`src/rtl/mode_button_debounce.sv`:
```
// Debounces the raw active-low mode pushbutton on slow sample ticks and emits
// clean press, release and long-press strobes in the clk domain.
module mode_button_debounce #(
  parameter int unsigned STABLE_SAMPLES = 4,
  parameter int unsigned LONG_TICKS     = 10000
) (
  input  logic clk,
  input  logic reset_n,
  input  logic sample_tick,
  input  logic mode_button,
  output logic pressed,
  output logic press_strobe,
  output logic release_strobe,
  output logic long_press
);

  localparam logic [7:0]  STABLE_MAX = 8'(STABLE_SAMPLES);
  localparam logic [15:0] LONG_MAX   = 16'(LONG_TICKS);

  typedef enum logic [1:0] {
    IDLE,
    HELD,
    LONG_HELD
  } state_t;

  state_t      state;
  logic        sync1;
  logic        sync2;
  logic        tick_d;
  logic [7:0]  stab_cnt;
  logic [15:0] hold_cnt;

  logic        sample;
  logic        tick_rise;
  logic [7:0]  stab_inc;
  logic [15:0] hold_inc;

  assign sample    = ~sync2;
  assign tick_rise = sample_tick & ~tick_d;
  assign stab_inc  = stab_cnt + 8'd1;
  assign hold_inc  = hold_cnt + 16'd1;

  // Synchroniser idles high so a button held through reset reads as released.
  always_ff @(posedge clk or negedge reset_n) begin
    if (!reset_n) begin
      sync1  <= 1'b1;
      sync2  <= 1'b1;
      tick_d <= 1'b0;
    end else begin
      sync1  <= mode_button;
      sync2  <= sync1;
      tick_d <= sample_tick;
    end
  end

  always_ff @(posedge clk or negedge reset_n) begin
    if (!reset_n) begin
      state          <= IDLE;
      stab_cnt       <= 8'd0;
      hold_cnt       <= 16'd0;
      pressed        <= 1'b0;
      press_strobe   <= 1'b0;
      release_strobe <= 1'b0;
      long_press     <= 1'b0;
    end else begin
      press_strobe   <= 1'b0;
      release_strobe <= 1'b0;
      long_press     <= 1'b0;
      if (tick_rise) begin
        case (state)
          IDLE: begin
            if (sample) begin
              if (stab_inc == STABLE_MAX) begin
                state        <= HELD;
                pressed      <= 1'b1;
                stab_cnt     <= 8'd0;
                hold_cnt     <= 16'd0;
                press_strobe <= 1'b1;
              end else begin
                stab_cnt <= stab_inc;
              end
            end else begin
              stab_cnt <= 8'd0;
            end
          end
          HELD, LONG_HELD: begin
            // hold_cnt stays below LONG_MAX while HELD, so it can never wrap.
            if (!sample) begin
              if (stab_inc == STABLE_MAX) begin
                state          <= IDLE;
                pressed        <= 1'b0;
                stab_cnt       <= 8'd0;
                release_strobe <= 1'b1;
              end else begin
                stab_cnt <= stab_inc;
              end
            end else begin
              stab_cnt <= 8'd0;
              if (state == HELD) begin
                hold_cnt <= hold_inc;
                if (hold_inc == LONG_MAX) begin
                  state      <= LONG_HELD;
                  long_press <= 1'b1;
                end
              end
            end
          end
          default: state <= IDLE;
        endcase
      end
    end
  end

endmodule

```
`config.mk`:
```
export PLATFORM = sky130hd
export DESIGN_NAME = mode_button_debounce
export DESIGN_NICKNAME = d
export VERILOG_FILES = /design/src/rtl/mode_button_debounce.sv
export SDC_FILE = /design/constraint.sdc
export NUM_CORES = 1
export LEC_CHECK = 0
export ABC_AREA = 1
export BUFFER_PORTS_ARGS = -buffer_cell sky130_fd_sc_hd__buf_2
export CAP_MARGIN = 20
export CORE_UTILIZATION = 50
export CTS_BUF_LIST = sky130_fd_sc_hd__clkbuf_16
export DETAILED_ROUTE_END_ITERATION = 10
export HOLD_SLACK_MARGIN = 0.03
export PLACE_DENSITY = 0.67
export SYNTH_ARGS = -nofsm -noshare
export SYNTH_HDL_FRONTEND = slang
export SYNTH_SLANG_ARGS = --single-unit
```
`constraint.sdc`:
```
create_clock -name clk -period 5.3 [get_ports clk]
set_input_delay 0.53 -clock clk [delete_from_list [all_inputs] [get_ports clk]]
set_output_delay 0.53 -clock clk [all_outputs]
set_load 0.03 [all_outputs]
```
==> impl_summary.log, run 1 <==
INFO  metric final_weighted_congestion_of_routability_driven_global_placement = 0.870
INFO  metric r2r_setup_slack = 2950 ps
INFO  metric critPathRequiredTime = 5520 ps
INFO  metric route.vias.total = 1800
INFO  metric post_cts_hold_buffer_count = 0
INFO  metric hold_violations = 0
INFO  metric drc = 0
INFO  metric largest_register_ff_count = 16
INFO  metric grt_setup_unrepaired = no
INFO  metric timing.max_cap.violations = 0
INFO  metric timing.setup.tns = 0 ps
INFO  metric cellInternalPower = 0.000529 W
INFO  metric post_cts_buffers = 0
INFO  metric area_growth = 9.96%
INFO  metric worst_skew_pair.late_latency = 280 ps
INFO  metric register_area = 828 µm²
INFO  metric die_h = 68.3 µm
INFO  metric synth-seq-area-share = 37.7%
INFO  metric layout.nets = 311
INFO  metric fmaxAchievable = 426 MHz
INFO  metric worst_clock_skew = 3.30 ps
INFO  metric pwr-share-seq = 38.9%
INFO  metric endpoint_kind = flip-flop
INFO  metric drt-initial-drc-count = 97
INFO  metric globalRoute.totalOverflow = 0
INFO  metric wl_per_cell = 12.9 µm
INFO  metric io_buffer_count = 7
INFO  metric instances_no_fill = 350
INFO  metric grt_first_pass_wirelength = 7.64 mm
INFO  metric registers.top_by_ff_count = hold_cnt
INFO  metric multi_input_comb_area = 1200 µm²
INFO  metric criticalPathCategory = flip-flop to flip-flop
INFO  metric maximum_vdd_drop = 164 µV
INFO  metric area_of_the_die = 4670 µm²
INFO  metric clock-sinks = 33
INFO  metric post_synth_inst_count = 290
INFO  metric timing.final.crit_share = 44.3%
INFO  metric initial_core_util = 53.4%
INFO  metric final_antenna_net_count = 0
INFO  metric swShare = 29.7%
INFO  metric routed_via_density = 5.14
INFO  metric tritoncts = built
INFO  metric grt_use_total = 22.5%
INFO  metric cp_data_arrival_time = 2570 ps
INFO  metric synth_warnings = 0
INFO  metric via_count_of_the_first_global_routing_pass = 1705
INFO  metric rr_worst_depth = 10
INFO  metric power_density = 311 nW/µm²
INFO  metric maxSlewViolCount = 0
INFO  metric antenna_found_initial = 0
INFO  metric layout_top_registers = hold_cnt x16, stab_cnt x8, state x2
INFO  metric status = finished clean
INFO  metric crit_path_start_kind = flip-flop
INFO  metric worst-slew-pin-transition = 739 ps
INFO  metric numCtsBuffers = 5
INFO  metric die_width = 68.3 µm
INFO  metric cts-root-to-sink-buffers = 2
INFO  metric timing.final.crit_period = 2350 ps
INFO  metric pin_count_of_the_biggest_net_entering_global_routing = 34
INFO  metric rr_startpoint = state[0]
INFO  metric critical_path.reg2reg.endpoint = state[1]
INFO  metric timing.final.setup_violations = 0
INFO  metric ys_flop_type = sky130_fd_sc_hd__dfrtp_1
INFO  metric yosys.cell_types.count = 32
INFO  metric max-slew-margin-rel = 50.7%
INFO  metric worst_setup_hold_path_clk_slew = 50 ps
INFO  metric cts_htree_levels = 2
INFO  metric net_count_synth = 302
INFO  metric synth_area_per_cell = 7.58 µm²
INFO  metric yosys_register_bits = 33
INFO  metric fill_cells = 406
INFO  metric power_leakage = 1.06 nW
INFO  metric place.detailed.instances = 342
INFO  metric comb_power_share = 17.9%
INFO  metric num_antenna_cells = 0
INFO  metric async_flop_share = 100%
INFO  metric cp_max_fo = 22
INFO  metric cts_repair_resize_count = 0
INFO  metric clock_power_share = 43.2%
INFO  metric switchingPower = 0.000223 W
INFO  metric cts-root-buf = sky130_fd_sc_hd__clkbuf_16
INFO  metric post_route_cells_drive_above_1_share = 20.0%
INFO  metric first_pass_iters = 4
INFO  metric hpwlAfterDp = 3.16 mm
INFO  metric core_region_area = 4120 µm²
INFO  metric ios = 8
INFO  metric detail_route.wirelength = 4.51 mm
INFO  metric synth_enable_flop_cells = 0
INFO  metric rows = 23
INFO  metric post_synth_instance_area = 2200 µm²
INFO  metric hold_class = input pin to asynchronous set/reset pin
[worst max-delay path, cell delays in order, from the launching register on]
cell                      delay [ps]
sky130_fd_sc_hd__dfrtp_1         400
sky130_fd_sc_hd__inv_1            90
sky130_fd_sc_hd__ha_1            730
sky130_fd_sc_hd__inv_1            80
sky130_fd_sc_hd__nor2_1          310
sky130_fd_sc_hd__inv_1            90
sky130_fd_sc_hd__o21ai_0         310
sky130_fd_sc_hd__a21oi_4          60
sky130_fd_sc_hd__nand2_1         100
sky130_fd_sc_hd__nand2_1          60
sky130_fd_sc_hd__nand2_1          60
[kinds of logic after synthesis]
| group | share of synthesized area (%) |
|---|---|
| buf+inv | 7.51 |
| xor+xnor | 1.94 |
| simple gates | 37.1 |
| fa+ha+maj | 4.55 |
| compound gates | 11.2 |
| flops | 37.7 |
[layout by cell type, fill, tap and decap left out, drive strengths merged]
cell type and instances:
nand4 9, nor2 39, clkbuf 5, a21oi 3, bufinv 1, o22ai 4
clkinv 2, nor3 3, xnor2 1, buf 7, nand3b 1, o21bai 1
a22o 1, o21ai 23, dfrtp 31, inv 33, ha 8, nand3 20
o211ai 1, nand2 102, dfstp 2, xor2 3
[area by class of cell]
cell class	count	area share [%]
Tap cell	50	2.59
Timing Repair Buffer	7	1.45
Inverter	33	5.12
Multi-Input combinational cell	219	49.8
Clock buffer	5	5.18
Clock inverter	3	1.55
Sequential cell	33	34.3
[per-layer routing]
| layer | GRT usage, % | up-vias | wire [µm] |
|---|---|---|---|
| li1 | - | 946 | - |
| met1 | 29.4 | 825 | 2280 |
| met2 | 35.4 | 21 | 1990 |
| met3 | 5.17 | 8 | 152 |
| met4 | 9.38 | 0 | 82 |
| met5 | 0 | - | 0 |
[Yosys cell counts (2+ instances only)]
library cell	number	area (µm²)
sky130_fd_sc_hd__inv_1	31	116
sky130_fd_sc_hd__nor2_4	5	56.3
sky130_fd_sc_hd__nand3_1	18	90.1
sky130_fd_sc_hd__nor2_1	27	101
sky130_fd_sc_hd__dfstp_2	2	52.6
sky130_fd_sc_hd__dfrtp_1	31	776
sky130_fd_sc_hd__nand2_1	91	342
sky130_fd_sc_hd__nand4_1	9	56.3
sky130_fd_sc_hd__clkbuf_1	2	7.51
sky130_fd_sc_hd__nand2_2	10	62.6
sky130_fd_sc_hd__ha_1	8	100
sky130_fd_sc_hd__o21ai_0	4	20.0
sky130_fd_sc_hd__nor3_2	2	20.0
sky130_fd_sc_hd__nand3_2	2	20.0
sky130_fd_sc_hd__a21oi_1	2	10.0
sky130_fd_sc_hd__o21ai_1	4	20.0
sky130_fd_sc_hd__o21ai_2	15	131
sky130_fd_sc_hd__buf_6	3	33.8
sky130_fd_sc_hd__xor2_1	2	17.5
sky130_fd_sc_hd__nor2_2	7	43.8
sky130_fd_sc_hd__o22ai_1	4	25.0
[worst max-delay path by stage]
stage                 from     endpoint  slack (ps)  cells after the start
3_5_place_dp      state[0]     state[1]        2970                     10
5_1_grt           state[0]     state[0]        2760                     10
4_1_cts           state[0]     state[1]        2950                     10
3_3_place_gp      state[0]     state[0]        3050                     10
6_report          state[0]     state[1]        2950                     10
2_1_floorplan  stab_cnt[0]  hold_cnt[8]        3590                     10
[stage by stage]
stage,utilization (%),total power [W],setup WS [ps],cell area (µm²),hold slack [ps]
after floorplan,-,0.000401,3590,2200,234
after global placement,54.8,0.000428,3050,2250,349
after detailed placement,54.8,0.000432,2970,2250,347
after CTS,58.7,0.000760,2950,2420,343
after global routing,58.7,0.000788,2760,2420,338
final,58.7,0.000752,2950,2420,309
[power groups by stage]
| stage | logic, W | clock network, W | registers, W |
|---|---|---|---|
| after floorplan | 0.000109 | 0 | 0.000293 |
| after global placement | 0.000133 | 0 | 0.000295 |
| after detailed placement | 0.000136 | 0 | 0.000296 |
| after CTS | 0.000137 | 0.000332 | 0.000292 |
| after global routing | 0.000153 | 0.000340 | 0.000295 |
| final | 0.000135 | 0.000325 | 0.000292 |
Note: power is estimated with default switching activity, not from simulation.
==> run 2, diff against run 1 <==
--- a/config.mk
+++ b/config.mk
@@ -12,7 +12,7 @@
 export CTS_BUF_LIST = sky130_fd_sc_hd__clkbuf_16
 export DETAILED_ROUTE_END_ITERATION = 10
 export HOLD_SLACK_MARGIN = 0.03
-export PLACE_DENSITY = 0.67
+export PLACE_DENSITY = 0.69
 export SYNTH_ARGS = -nofsm -noshare
 export SYNTH_HDL_FRONTEND = slang
 export SYNTH_SLANG_ARGS = --single-unit
==> constraint.sdc (replaced) <==
create_clock -name clk -period 2.1 [get_ports clk]
set_input_delay 0.21 -clock clk [delete_from_list [all_inputs] [get_ports clk]]
set_output_delay 0.21 -clock clk [all_outputs]
set_load 0.03 [all_outputs]
==> impl_summary.log, run 2 (synthesis gave the netlist of run 1 again) <==
INFO  metric status = finished clean (unchanged)
INFO  metric rows = 23 (unchanged)
INFO  metric post_route_cells_drive_above_1_share = 22.5% (was 20.0%)
INFO  metric registers.top_by_ff_count = hold_cnt (unchanged)
INFO  metric grt_use_total = 22.8% (was 22.5%)
INFO  metric grt_util_met3 = 5.67% (was 5.17%)
INFO  metric timing.final.crit_share = 90.7% (was 44.3%)
INFO  metric first_pass_iters = 4 (unchanged)
INFO  metric area_of_the_die = 4670 µm² (unchanged)
INFO  metric power_leakage = 1.07 nW (was 1.06 nW)
INFO  metric r2r_setup_slack = 190 ps (was 2950 ps)
INFO  metric use_met2 = 35.3% (was 35.4%)
INFO  metric rr_startpoint = stab_cnt[1] (was state[0])
INFO  metric area_growth = 13.9% (was 9.96%)
INFO  metric worst_clock_skew = 3.17 ps (was 3.30 ps)
INFO  metric instances_no_fill = 357 (was 350)
INFO  metric globalRoute.totalOverflow = 0 (unchanged)
INFO  metric worst-slew-pin-transition = 738 ps (was 739 ps)
INFO  metric maxSlewViolCount = 0 (unchanged)
INFO  metric critical-path-slowest-cell = sky130_fd_sc_hd__dfrtp_1 (was sky130_fd_sc_hd__ha_1)
INFO  metric cts-root-to-sink-buffers = 2 (unchanged)
INFO  metric hold_class = input pin to flip-flop (was input pin to asynchronous set/reset pin)
INFO  metric num_antenna_cells = 0 (unchanged)
INFO  metric timing.max_cap.violations = 0 (unchanged)
INFO  metric die_h = 68.3 µm (unchanged)
INFO  metric criticalPathCategory = flip-flop to flip-flop (unchanged)
INFO  metric critical_path.reg2reg.endpoint = hold_cnt[4] (was state[1])
INFO  metric global_route.usage.met1 = 30.3% (was 29.4%)
INFO  metric via_count_of_the_first_global_routing_pass = 1657 (was 1705)
INFO  metric initial_core_util = 53.4% (unchanged)
INFO  metric crit_path_cell_trace = ha_1 > nand4_1 > nand2_1 > nand4_1 > nor2_4 > nand3_2 > nand2_2 > nand2_8 > nand2_1 > o21ai_2 (was inv_1 > ha_1 > inv_1 > nor2_1 > inv_1 > o21ai_0 > a21oi_4 > nand2_1 > nand2_1 > nand2_1)
INFO  metric max-slew-margin-rel = 50.8% (was 50.7%)
INFO  metric clock_power_share = 41.9% (was 43.2%)
INFO  metric largest_register_ff_count = 16 (unchanged)
INFO  metric pin_count_of_the_biggest_net_entering_global_routing = 34 (unchanged)
INFO  metric power_density = 783 nW/µm² (was 311 nW/µm²)
INFO  metric layout.nets = 318 (was 311)
INFO  metric clock-sinks = 33 (unchanged)
INFO  metric p_total = 0.00196 W (was 0.000752 W)
INFO  metric timing.critical_path.max_delay_family = simple AND/OR/NAND/NOR gates (was adder cells)
INFO  metric drt-initial-drc-count = 170 (was 97)
INFO  metric holdPathEnd = tick_d
INFO  metric wl_per_cell = 12.2 µm (was 12.9 µm)
INFO  metric antenna_found_initial = 0 (unchanged)
INFO  metric critical_path.max_stage_delay = 410 ps (was 730 ps)
INFO  metric most_frequent_cells_in_the_layout = sky130_fd_sc_hd__nand2_1, sky130_fd_sc_hd__inv_1, sky130_fd_sc_hd__dfrtp_1, sky130_fd_sc_hd__nor2_1, sky130_fd_sc_hd__nand3_1 (unchanged)
INFO  metric hold_start = sample_tick
INFO  metric hold_violations = 0 (unchanged)
INFO  metric place.detailed.instances = 347 (was 342)
INFO  metric crit_path_start_kind = flip-flop (unchanged)
INFO  metric fmaxAchievable = 525 MHz (was 426 MHz)
INFO  metric crit_buf_inv = 0 (was 3)
INFO  metric route.vias.total = 1839 (was 1800)
INFO  metric core_region_area = 4120 µm² (unchanged)
INFO  metric timing.final.setup_violations = 0 (unchanged)
INFO  metric timing.setup.tns = 0 ps (unchanged)
INFO  metric final_antenna_net_count = 0 (unchanged)
INFO  metric die_width = 68.3 µm (unchanged)
INFO  metric critPathRequiredTime = 2270 ps (was 5520 ps)
INFO  metric drc = 0 (unchanged)
INFO  metric worst_setup_hold_path_clk_slew = 50 ps (about the same)
INFO  metric grt_setup_unrepaired = no (unchanged)
INFO  metric endpoint_kind = flip-flop (unchanged)
INFO  metric rr_worst_depth = 10 (unchanged)
INFO  metric switchingPower = 0.000583 W (was 0.000223 W)
INFO  metric maximum_vdd_drop = 501 µV (was 164 µV)
INFO  metric ios = 8 (unchanged)
INFO  metric routed_via_density = 5.15 (was 5.14)
INFO  metric worst_hold_slack = 53.2 ps (was 309 ps)
INFO  metric cp_data_arrival_time = 2070 ps (was 2570 ps)
INFO  metric swShare = 29.8% (was 29.7%)
INFO  metric timing.final.crit_period = 1910 ps (was 2350 ps)
INFO  metric cp_max_fo = 31 (was 22)
INFO  metric layout_top_registers = hold_cnt x16, stab_cnt x8, state x2 (unchanged)
INFO  metric comb_power_share = 20.3% (was 17.9%)
INFO  metric grt_busiest_layer = met2 (unchanged)
INFO  metric detail_route.wirelength = 4.35 mm (was 4.51 mm)
INFO  metric final_common_cell = sky130_fd_sc_hd__nand2_1 (unchanged)
INFO  metric cts_htree_levels = 2 (unchanged)
INFO  metric cellInternalPower = 0.00138 W (was 0.000529 W)
INFO  metric grt_first_pass_wirelength = 7.65 mm (was 7.64 mm)
INFO  metric tritoncts = built (unchanged)
INFO  metric io_buffer_count = 7 (unchanged)
INFO  metric pwr-share-seq = 37.8% (was 38.9%)
INFO  metric hpwlAfterDp = 3.18 mm (was 3.16 mm)
INFO  metric final_weighted_congestion_of_routability_driven_global_placement = 0.915 (was 0.870)
INFO  metric numCtsBuffers = 5 (unchanged)
INFO  metric worst_skew_pair.late_latency = 280 ps (about the same)
INFO  metric cts-root-buf = sky130_fd_sc_hd__clkbuf_16 (unchanged)
INFO  metric worstHoldPathCells = 1
## run 2: cell types whose count changed in the layout (fill, tap and decap cells not counted), sizes merged
cell         change
inv              -1
dlygate4sd3      +2
buf              +5
clkinvlp         +1
## run 2: how the worst max path moves through the flow
stage                     start            to  slack (ps)  cells past startpoint
detailed placement  stab_cnt[0]  hold_cnt[14]         130                      9
finish              stab_cnt[1]   hold_cnt[4]         190                     10
floorplan           stab_cnt[0]   hold_cnt[8]         390                     10
global placement    stab_cnt[0]   hold_cnt[1]         200                      9
CTS                 stab_cnt[0]  hold_cnt[14]          90                     10
global route        stab_cnt[1]   hold_cnt[7]          20                     10
## run 2: per-stage QoR
| stage | util (%) | cell area [µm²] | worst slack, ps |
|---|---|---|---|
| floorplan | - | 2200 | 385 |
| global placement | 55.7 | 2290 | 205 |
| detailed placement | 55.7 | 2290 | 126 |
| CTS | 60.2 | 2480 | 92.5 |
| global route | 60.9 | 2500 | 19.1 |
| finish | 60.9 | 2500 | 195 |
## run 2: layout make-up
type / instances / area [µm²]
timing repair buffer: 14 / 92.6
tap: 50 / 62.6
multi-input combinational: 219 / 1230
sequential: 33 / 830
clock buffer: 5 / 125
fill: 375 / 1610
inverter: 33 / 124
clock inverter: 3 / 41.3
## run 2: power groups by stage
stage	combinational [W]	clock [W]	sequential, W
global placement	0.000382	0	0.000745
floorplan	0.000275	0	0.000738
finish	0.000398	0.000821	0.000741
CTS	0.000395	0.000842	0.000737
detailed placement	0.000389	0	0.000747
global route	0.000455	0.000872	0.000750
## run 2: what timing repair did
item                                    in CTS  in global routing
endpoints found under the setup margin       0                 19
hold buffers                                 2                  0
buffers inserted                             0                  0
hold endpoints to repair                    32                  0
gates resized for setup                      0                  5
## run 2: worst reg2reg max path, delay by kind of cell, from the launching register on
| family | cells | cell delay (ps) |
|---|---|---|
| fa+ha+maj | 1 | 230 |
| flops | 1 | 410 |
| simple gates | 8 | 1090 |
| compound gates | 1 | 50 |
## run 2: metal layers
layer / up-vias / wire length [µm]
li1: 963 / -
met1: 839 / 2150
met2: 31 / 1960
met3: 6 / 176
met4: 0 / 69
met5: - / 0
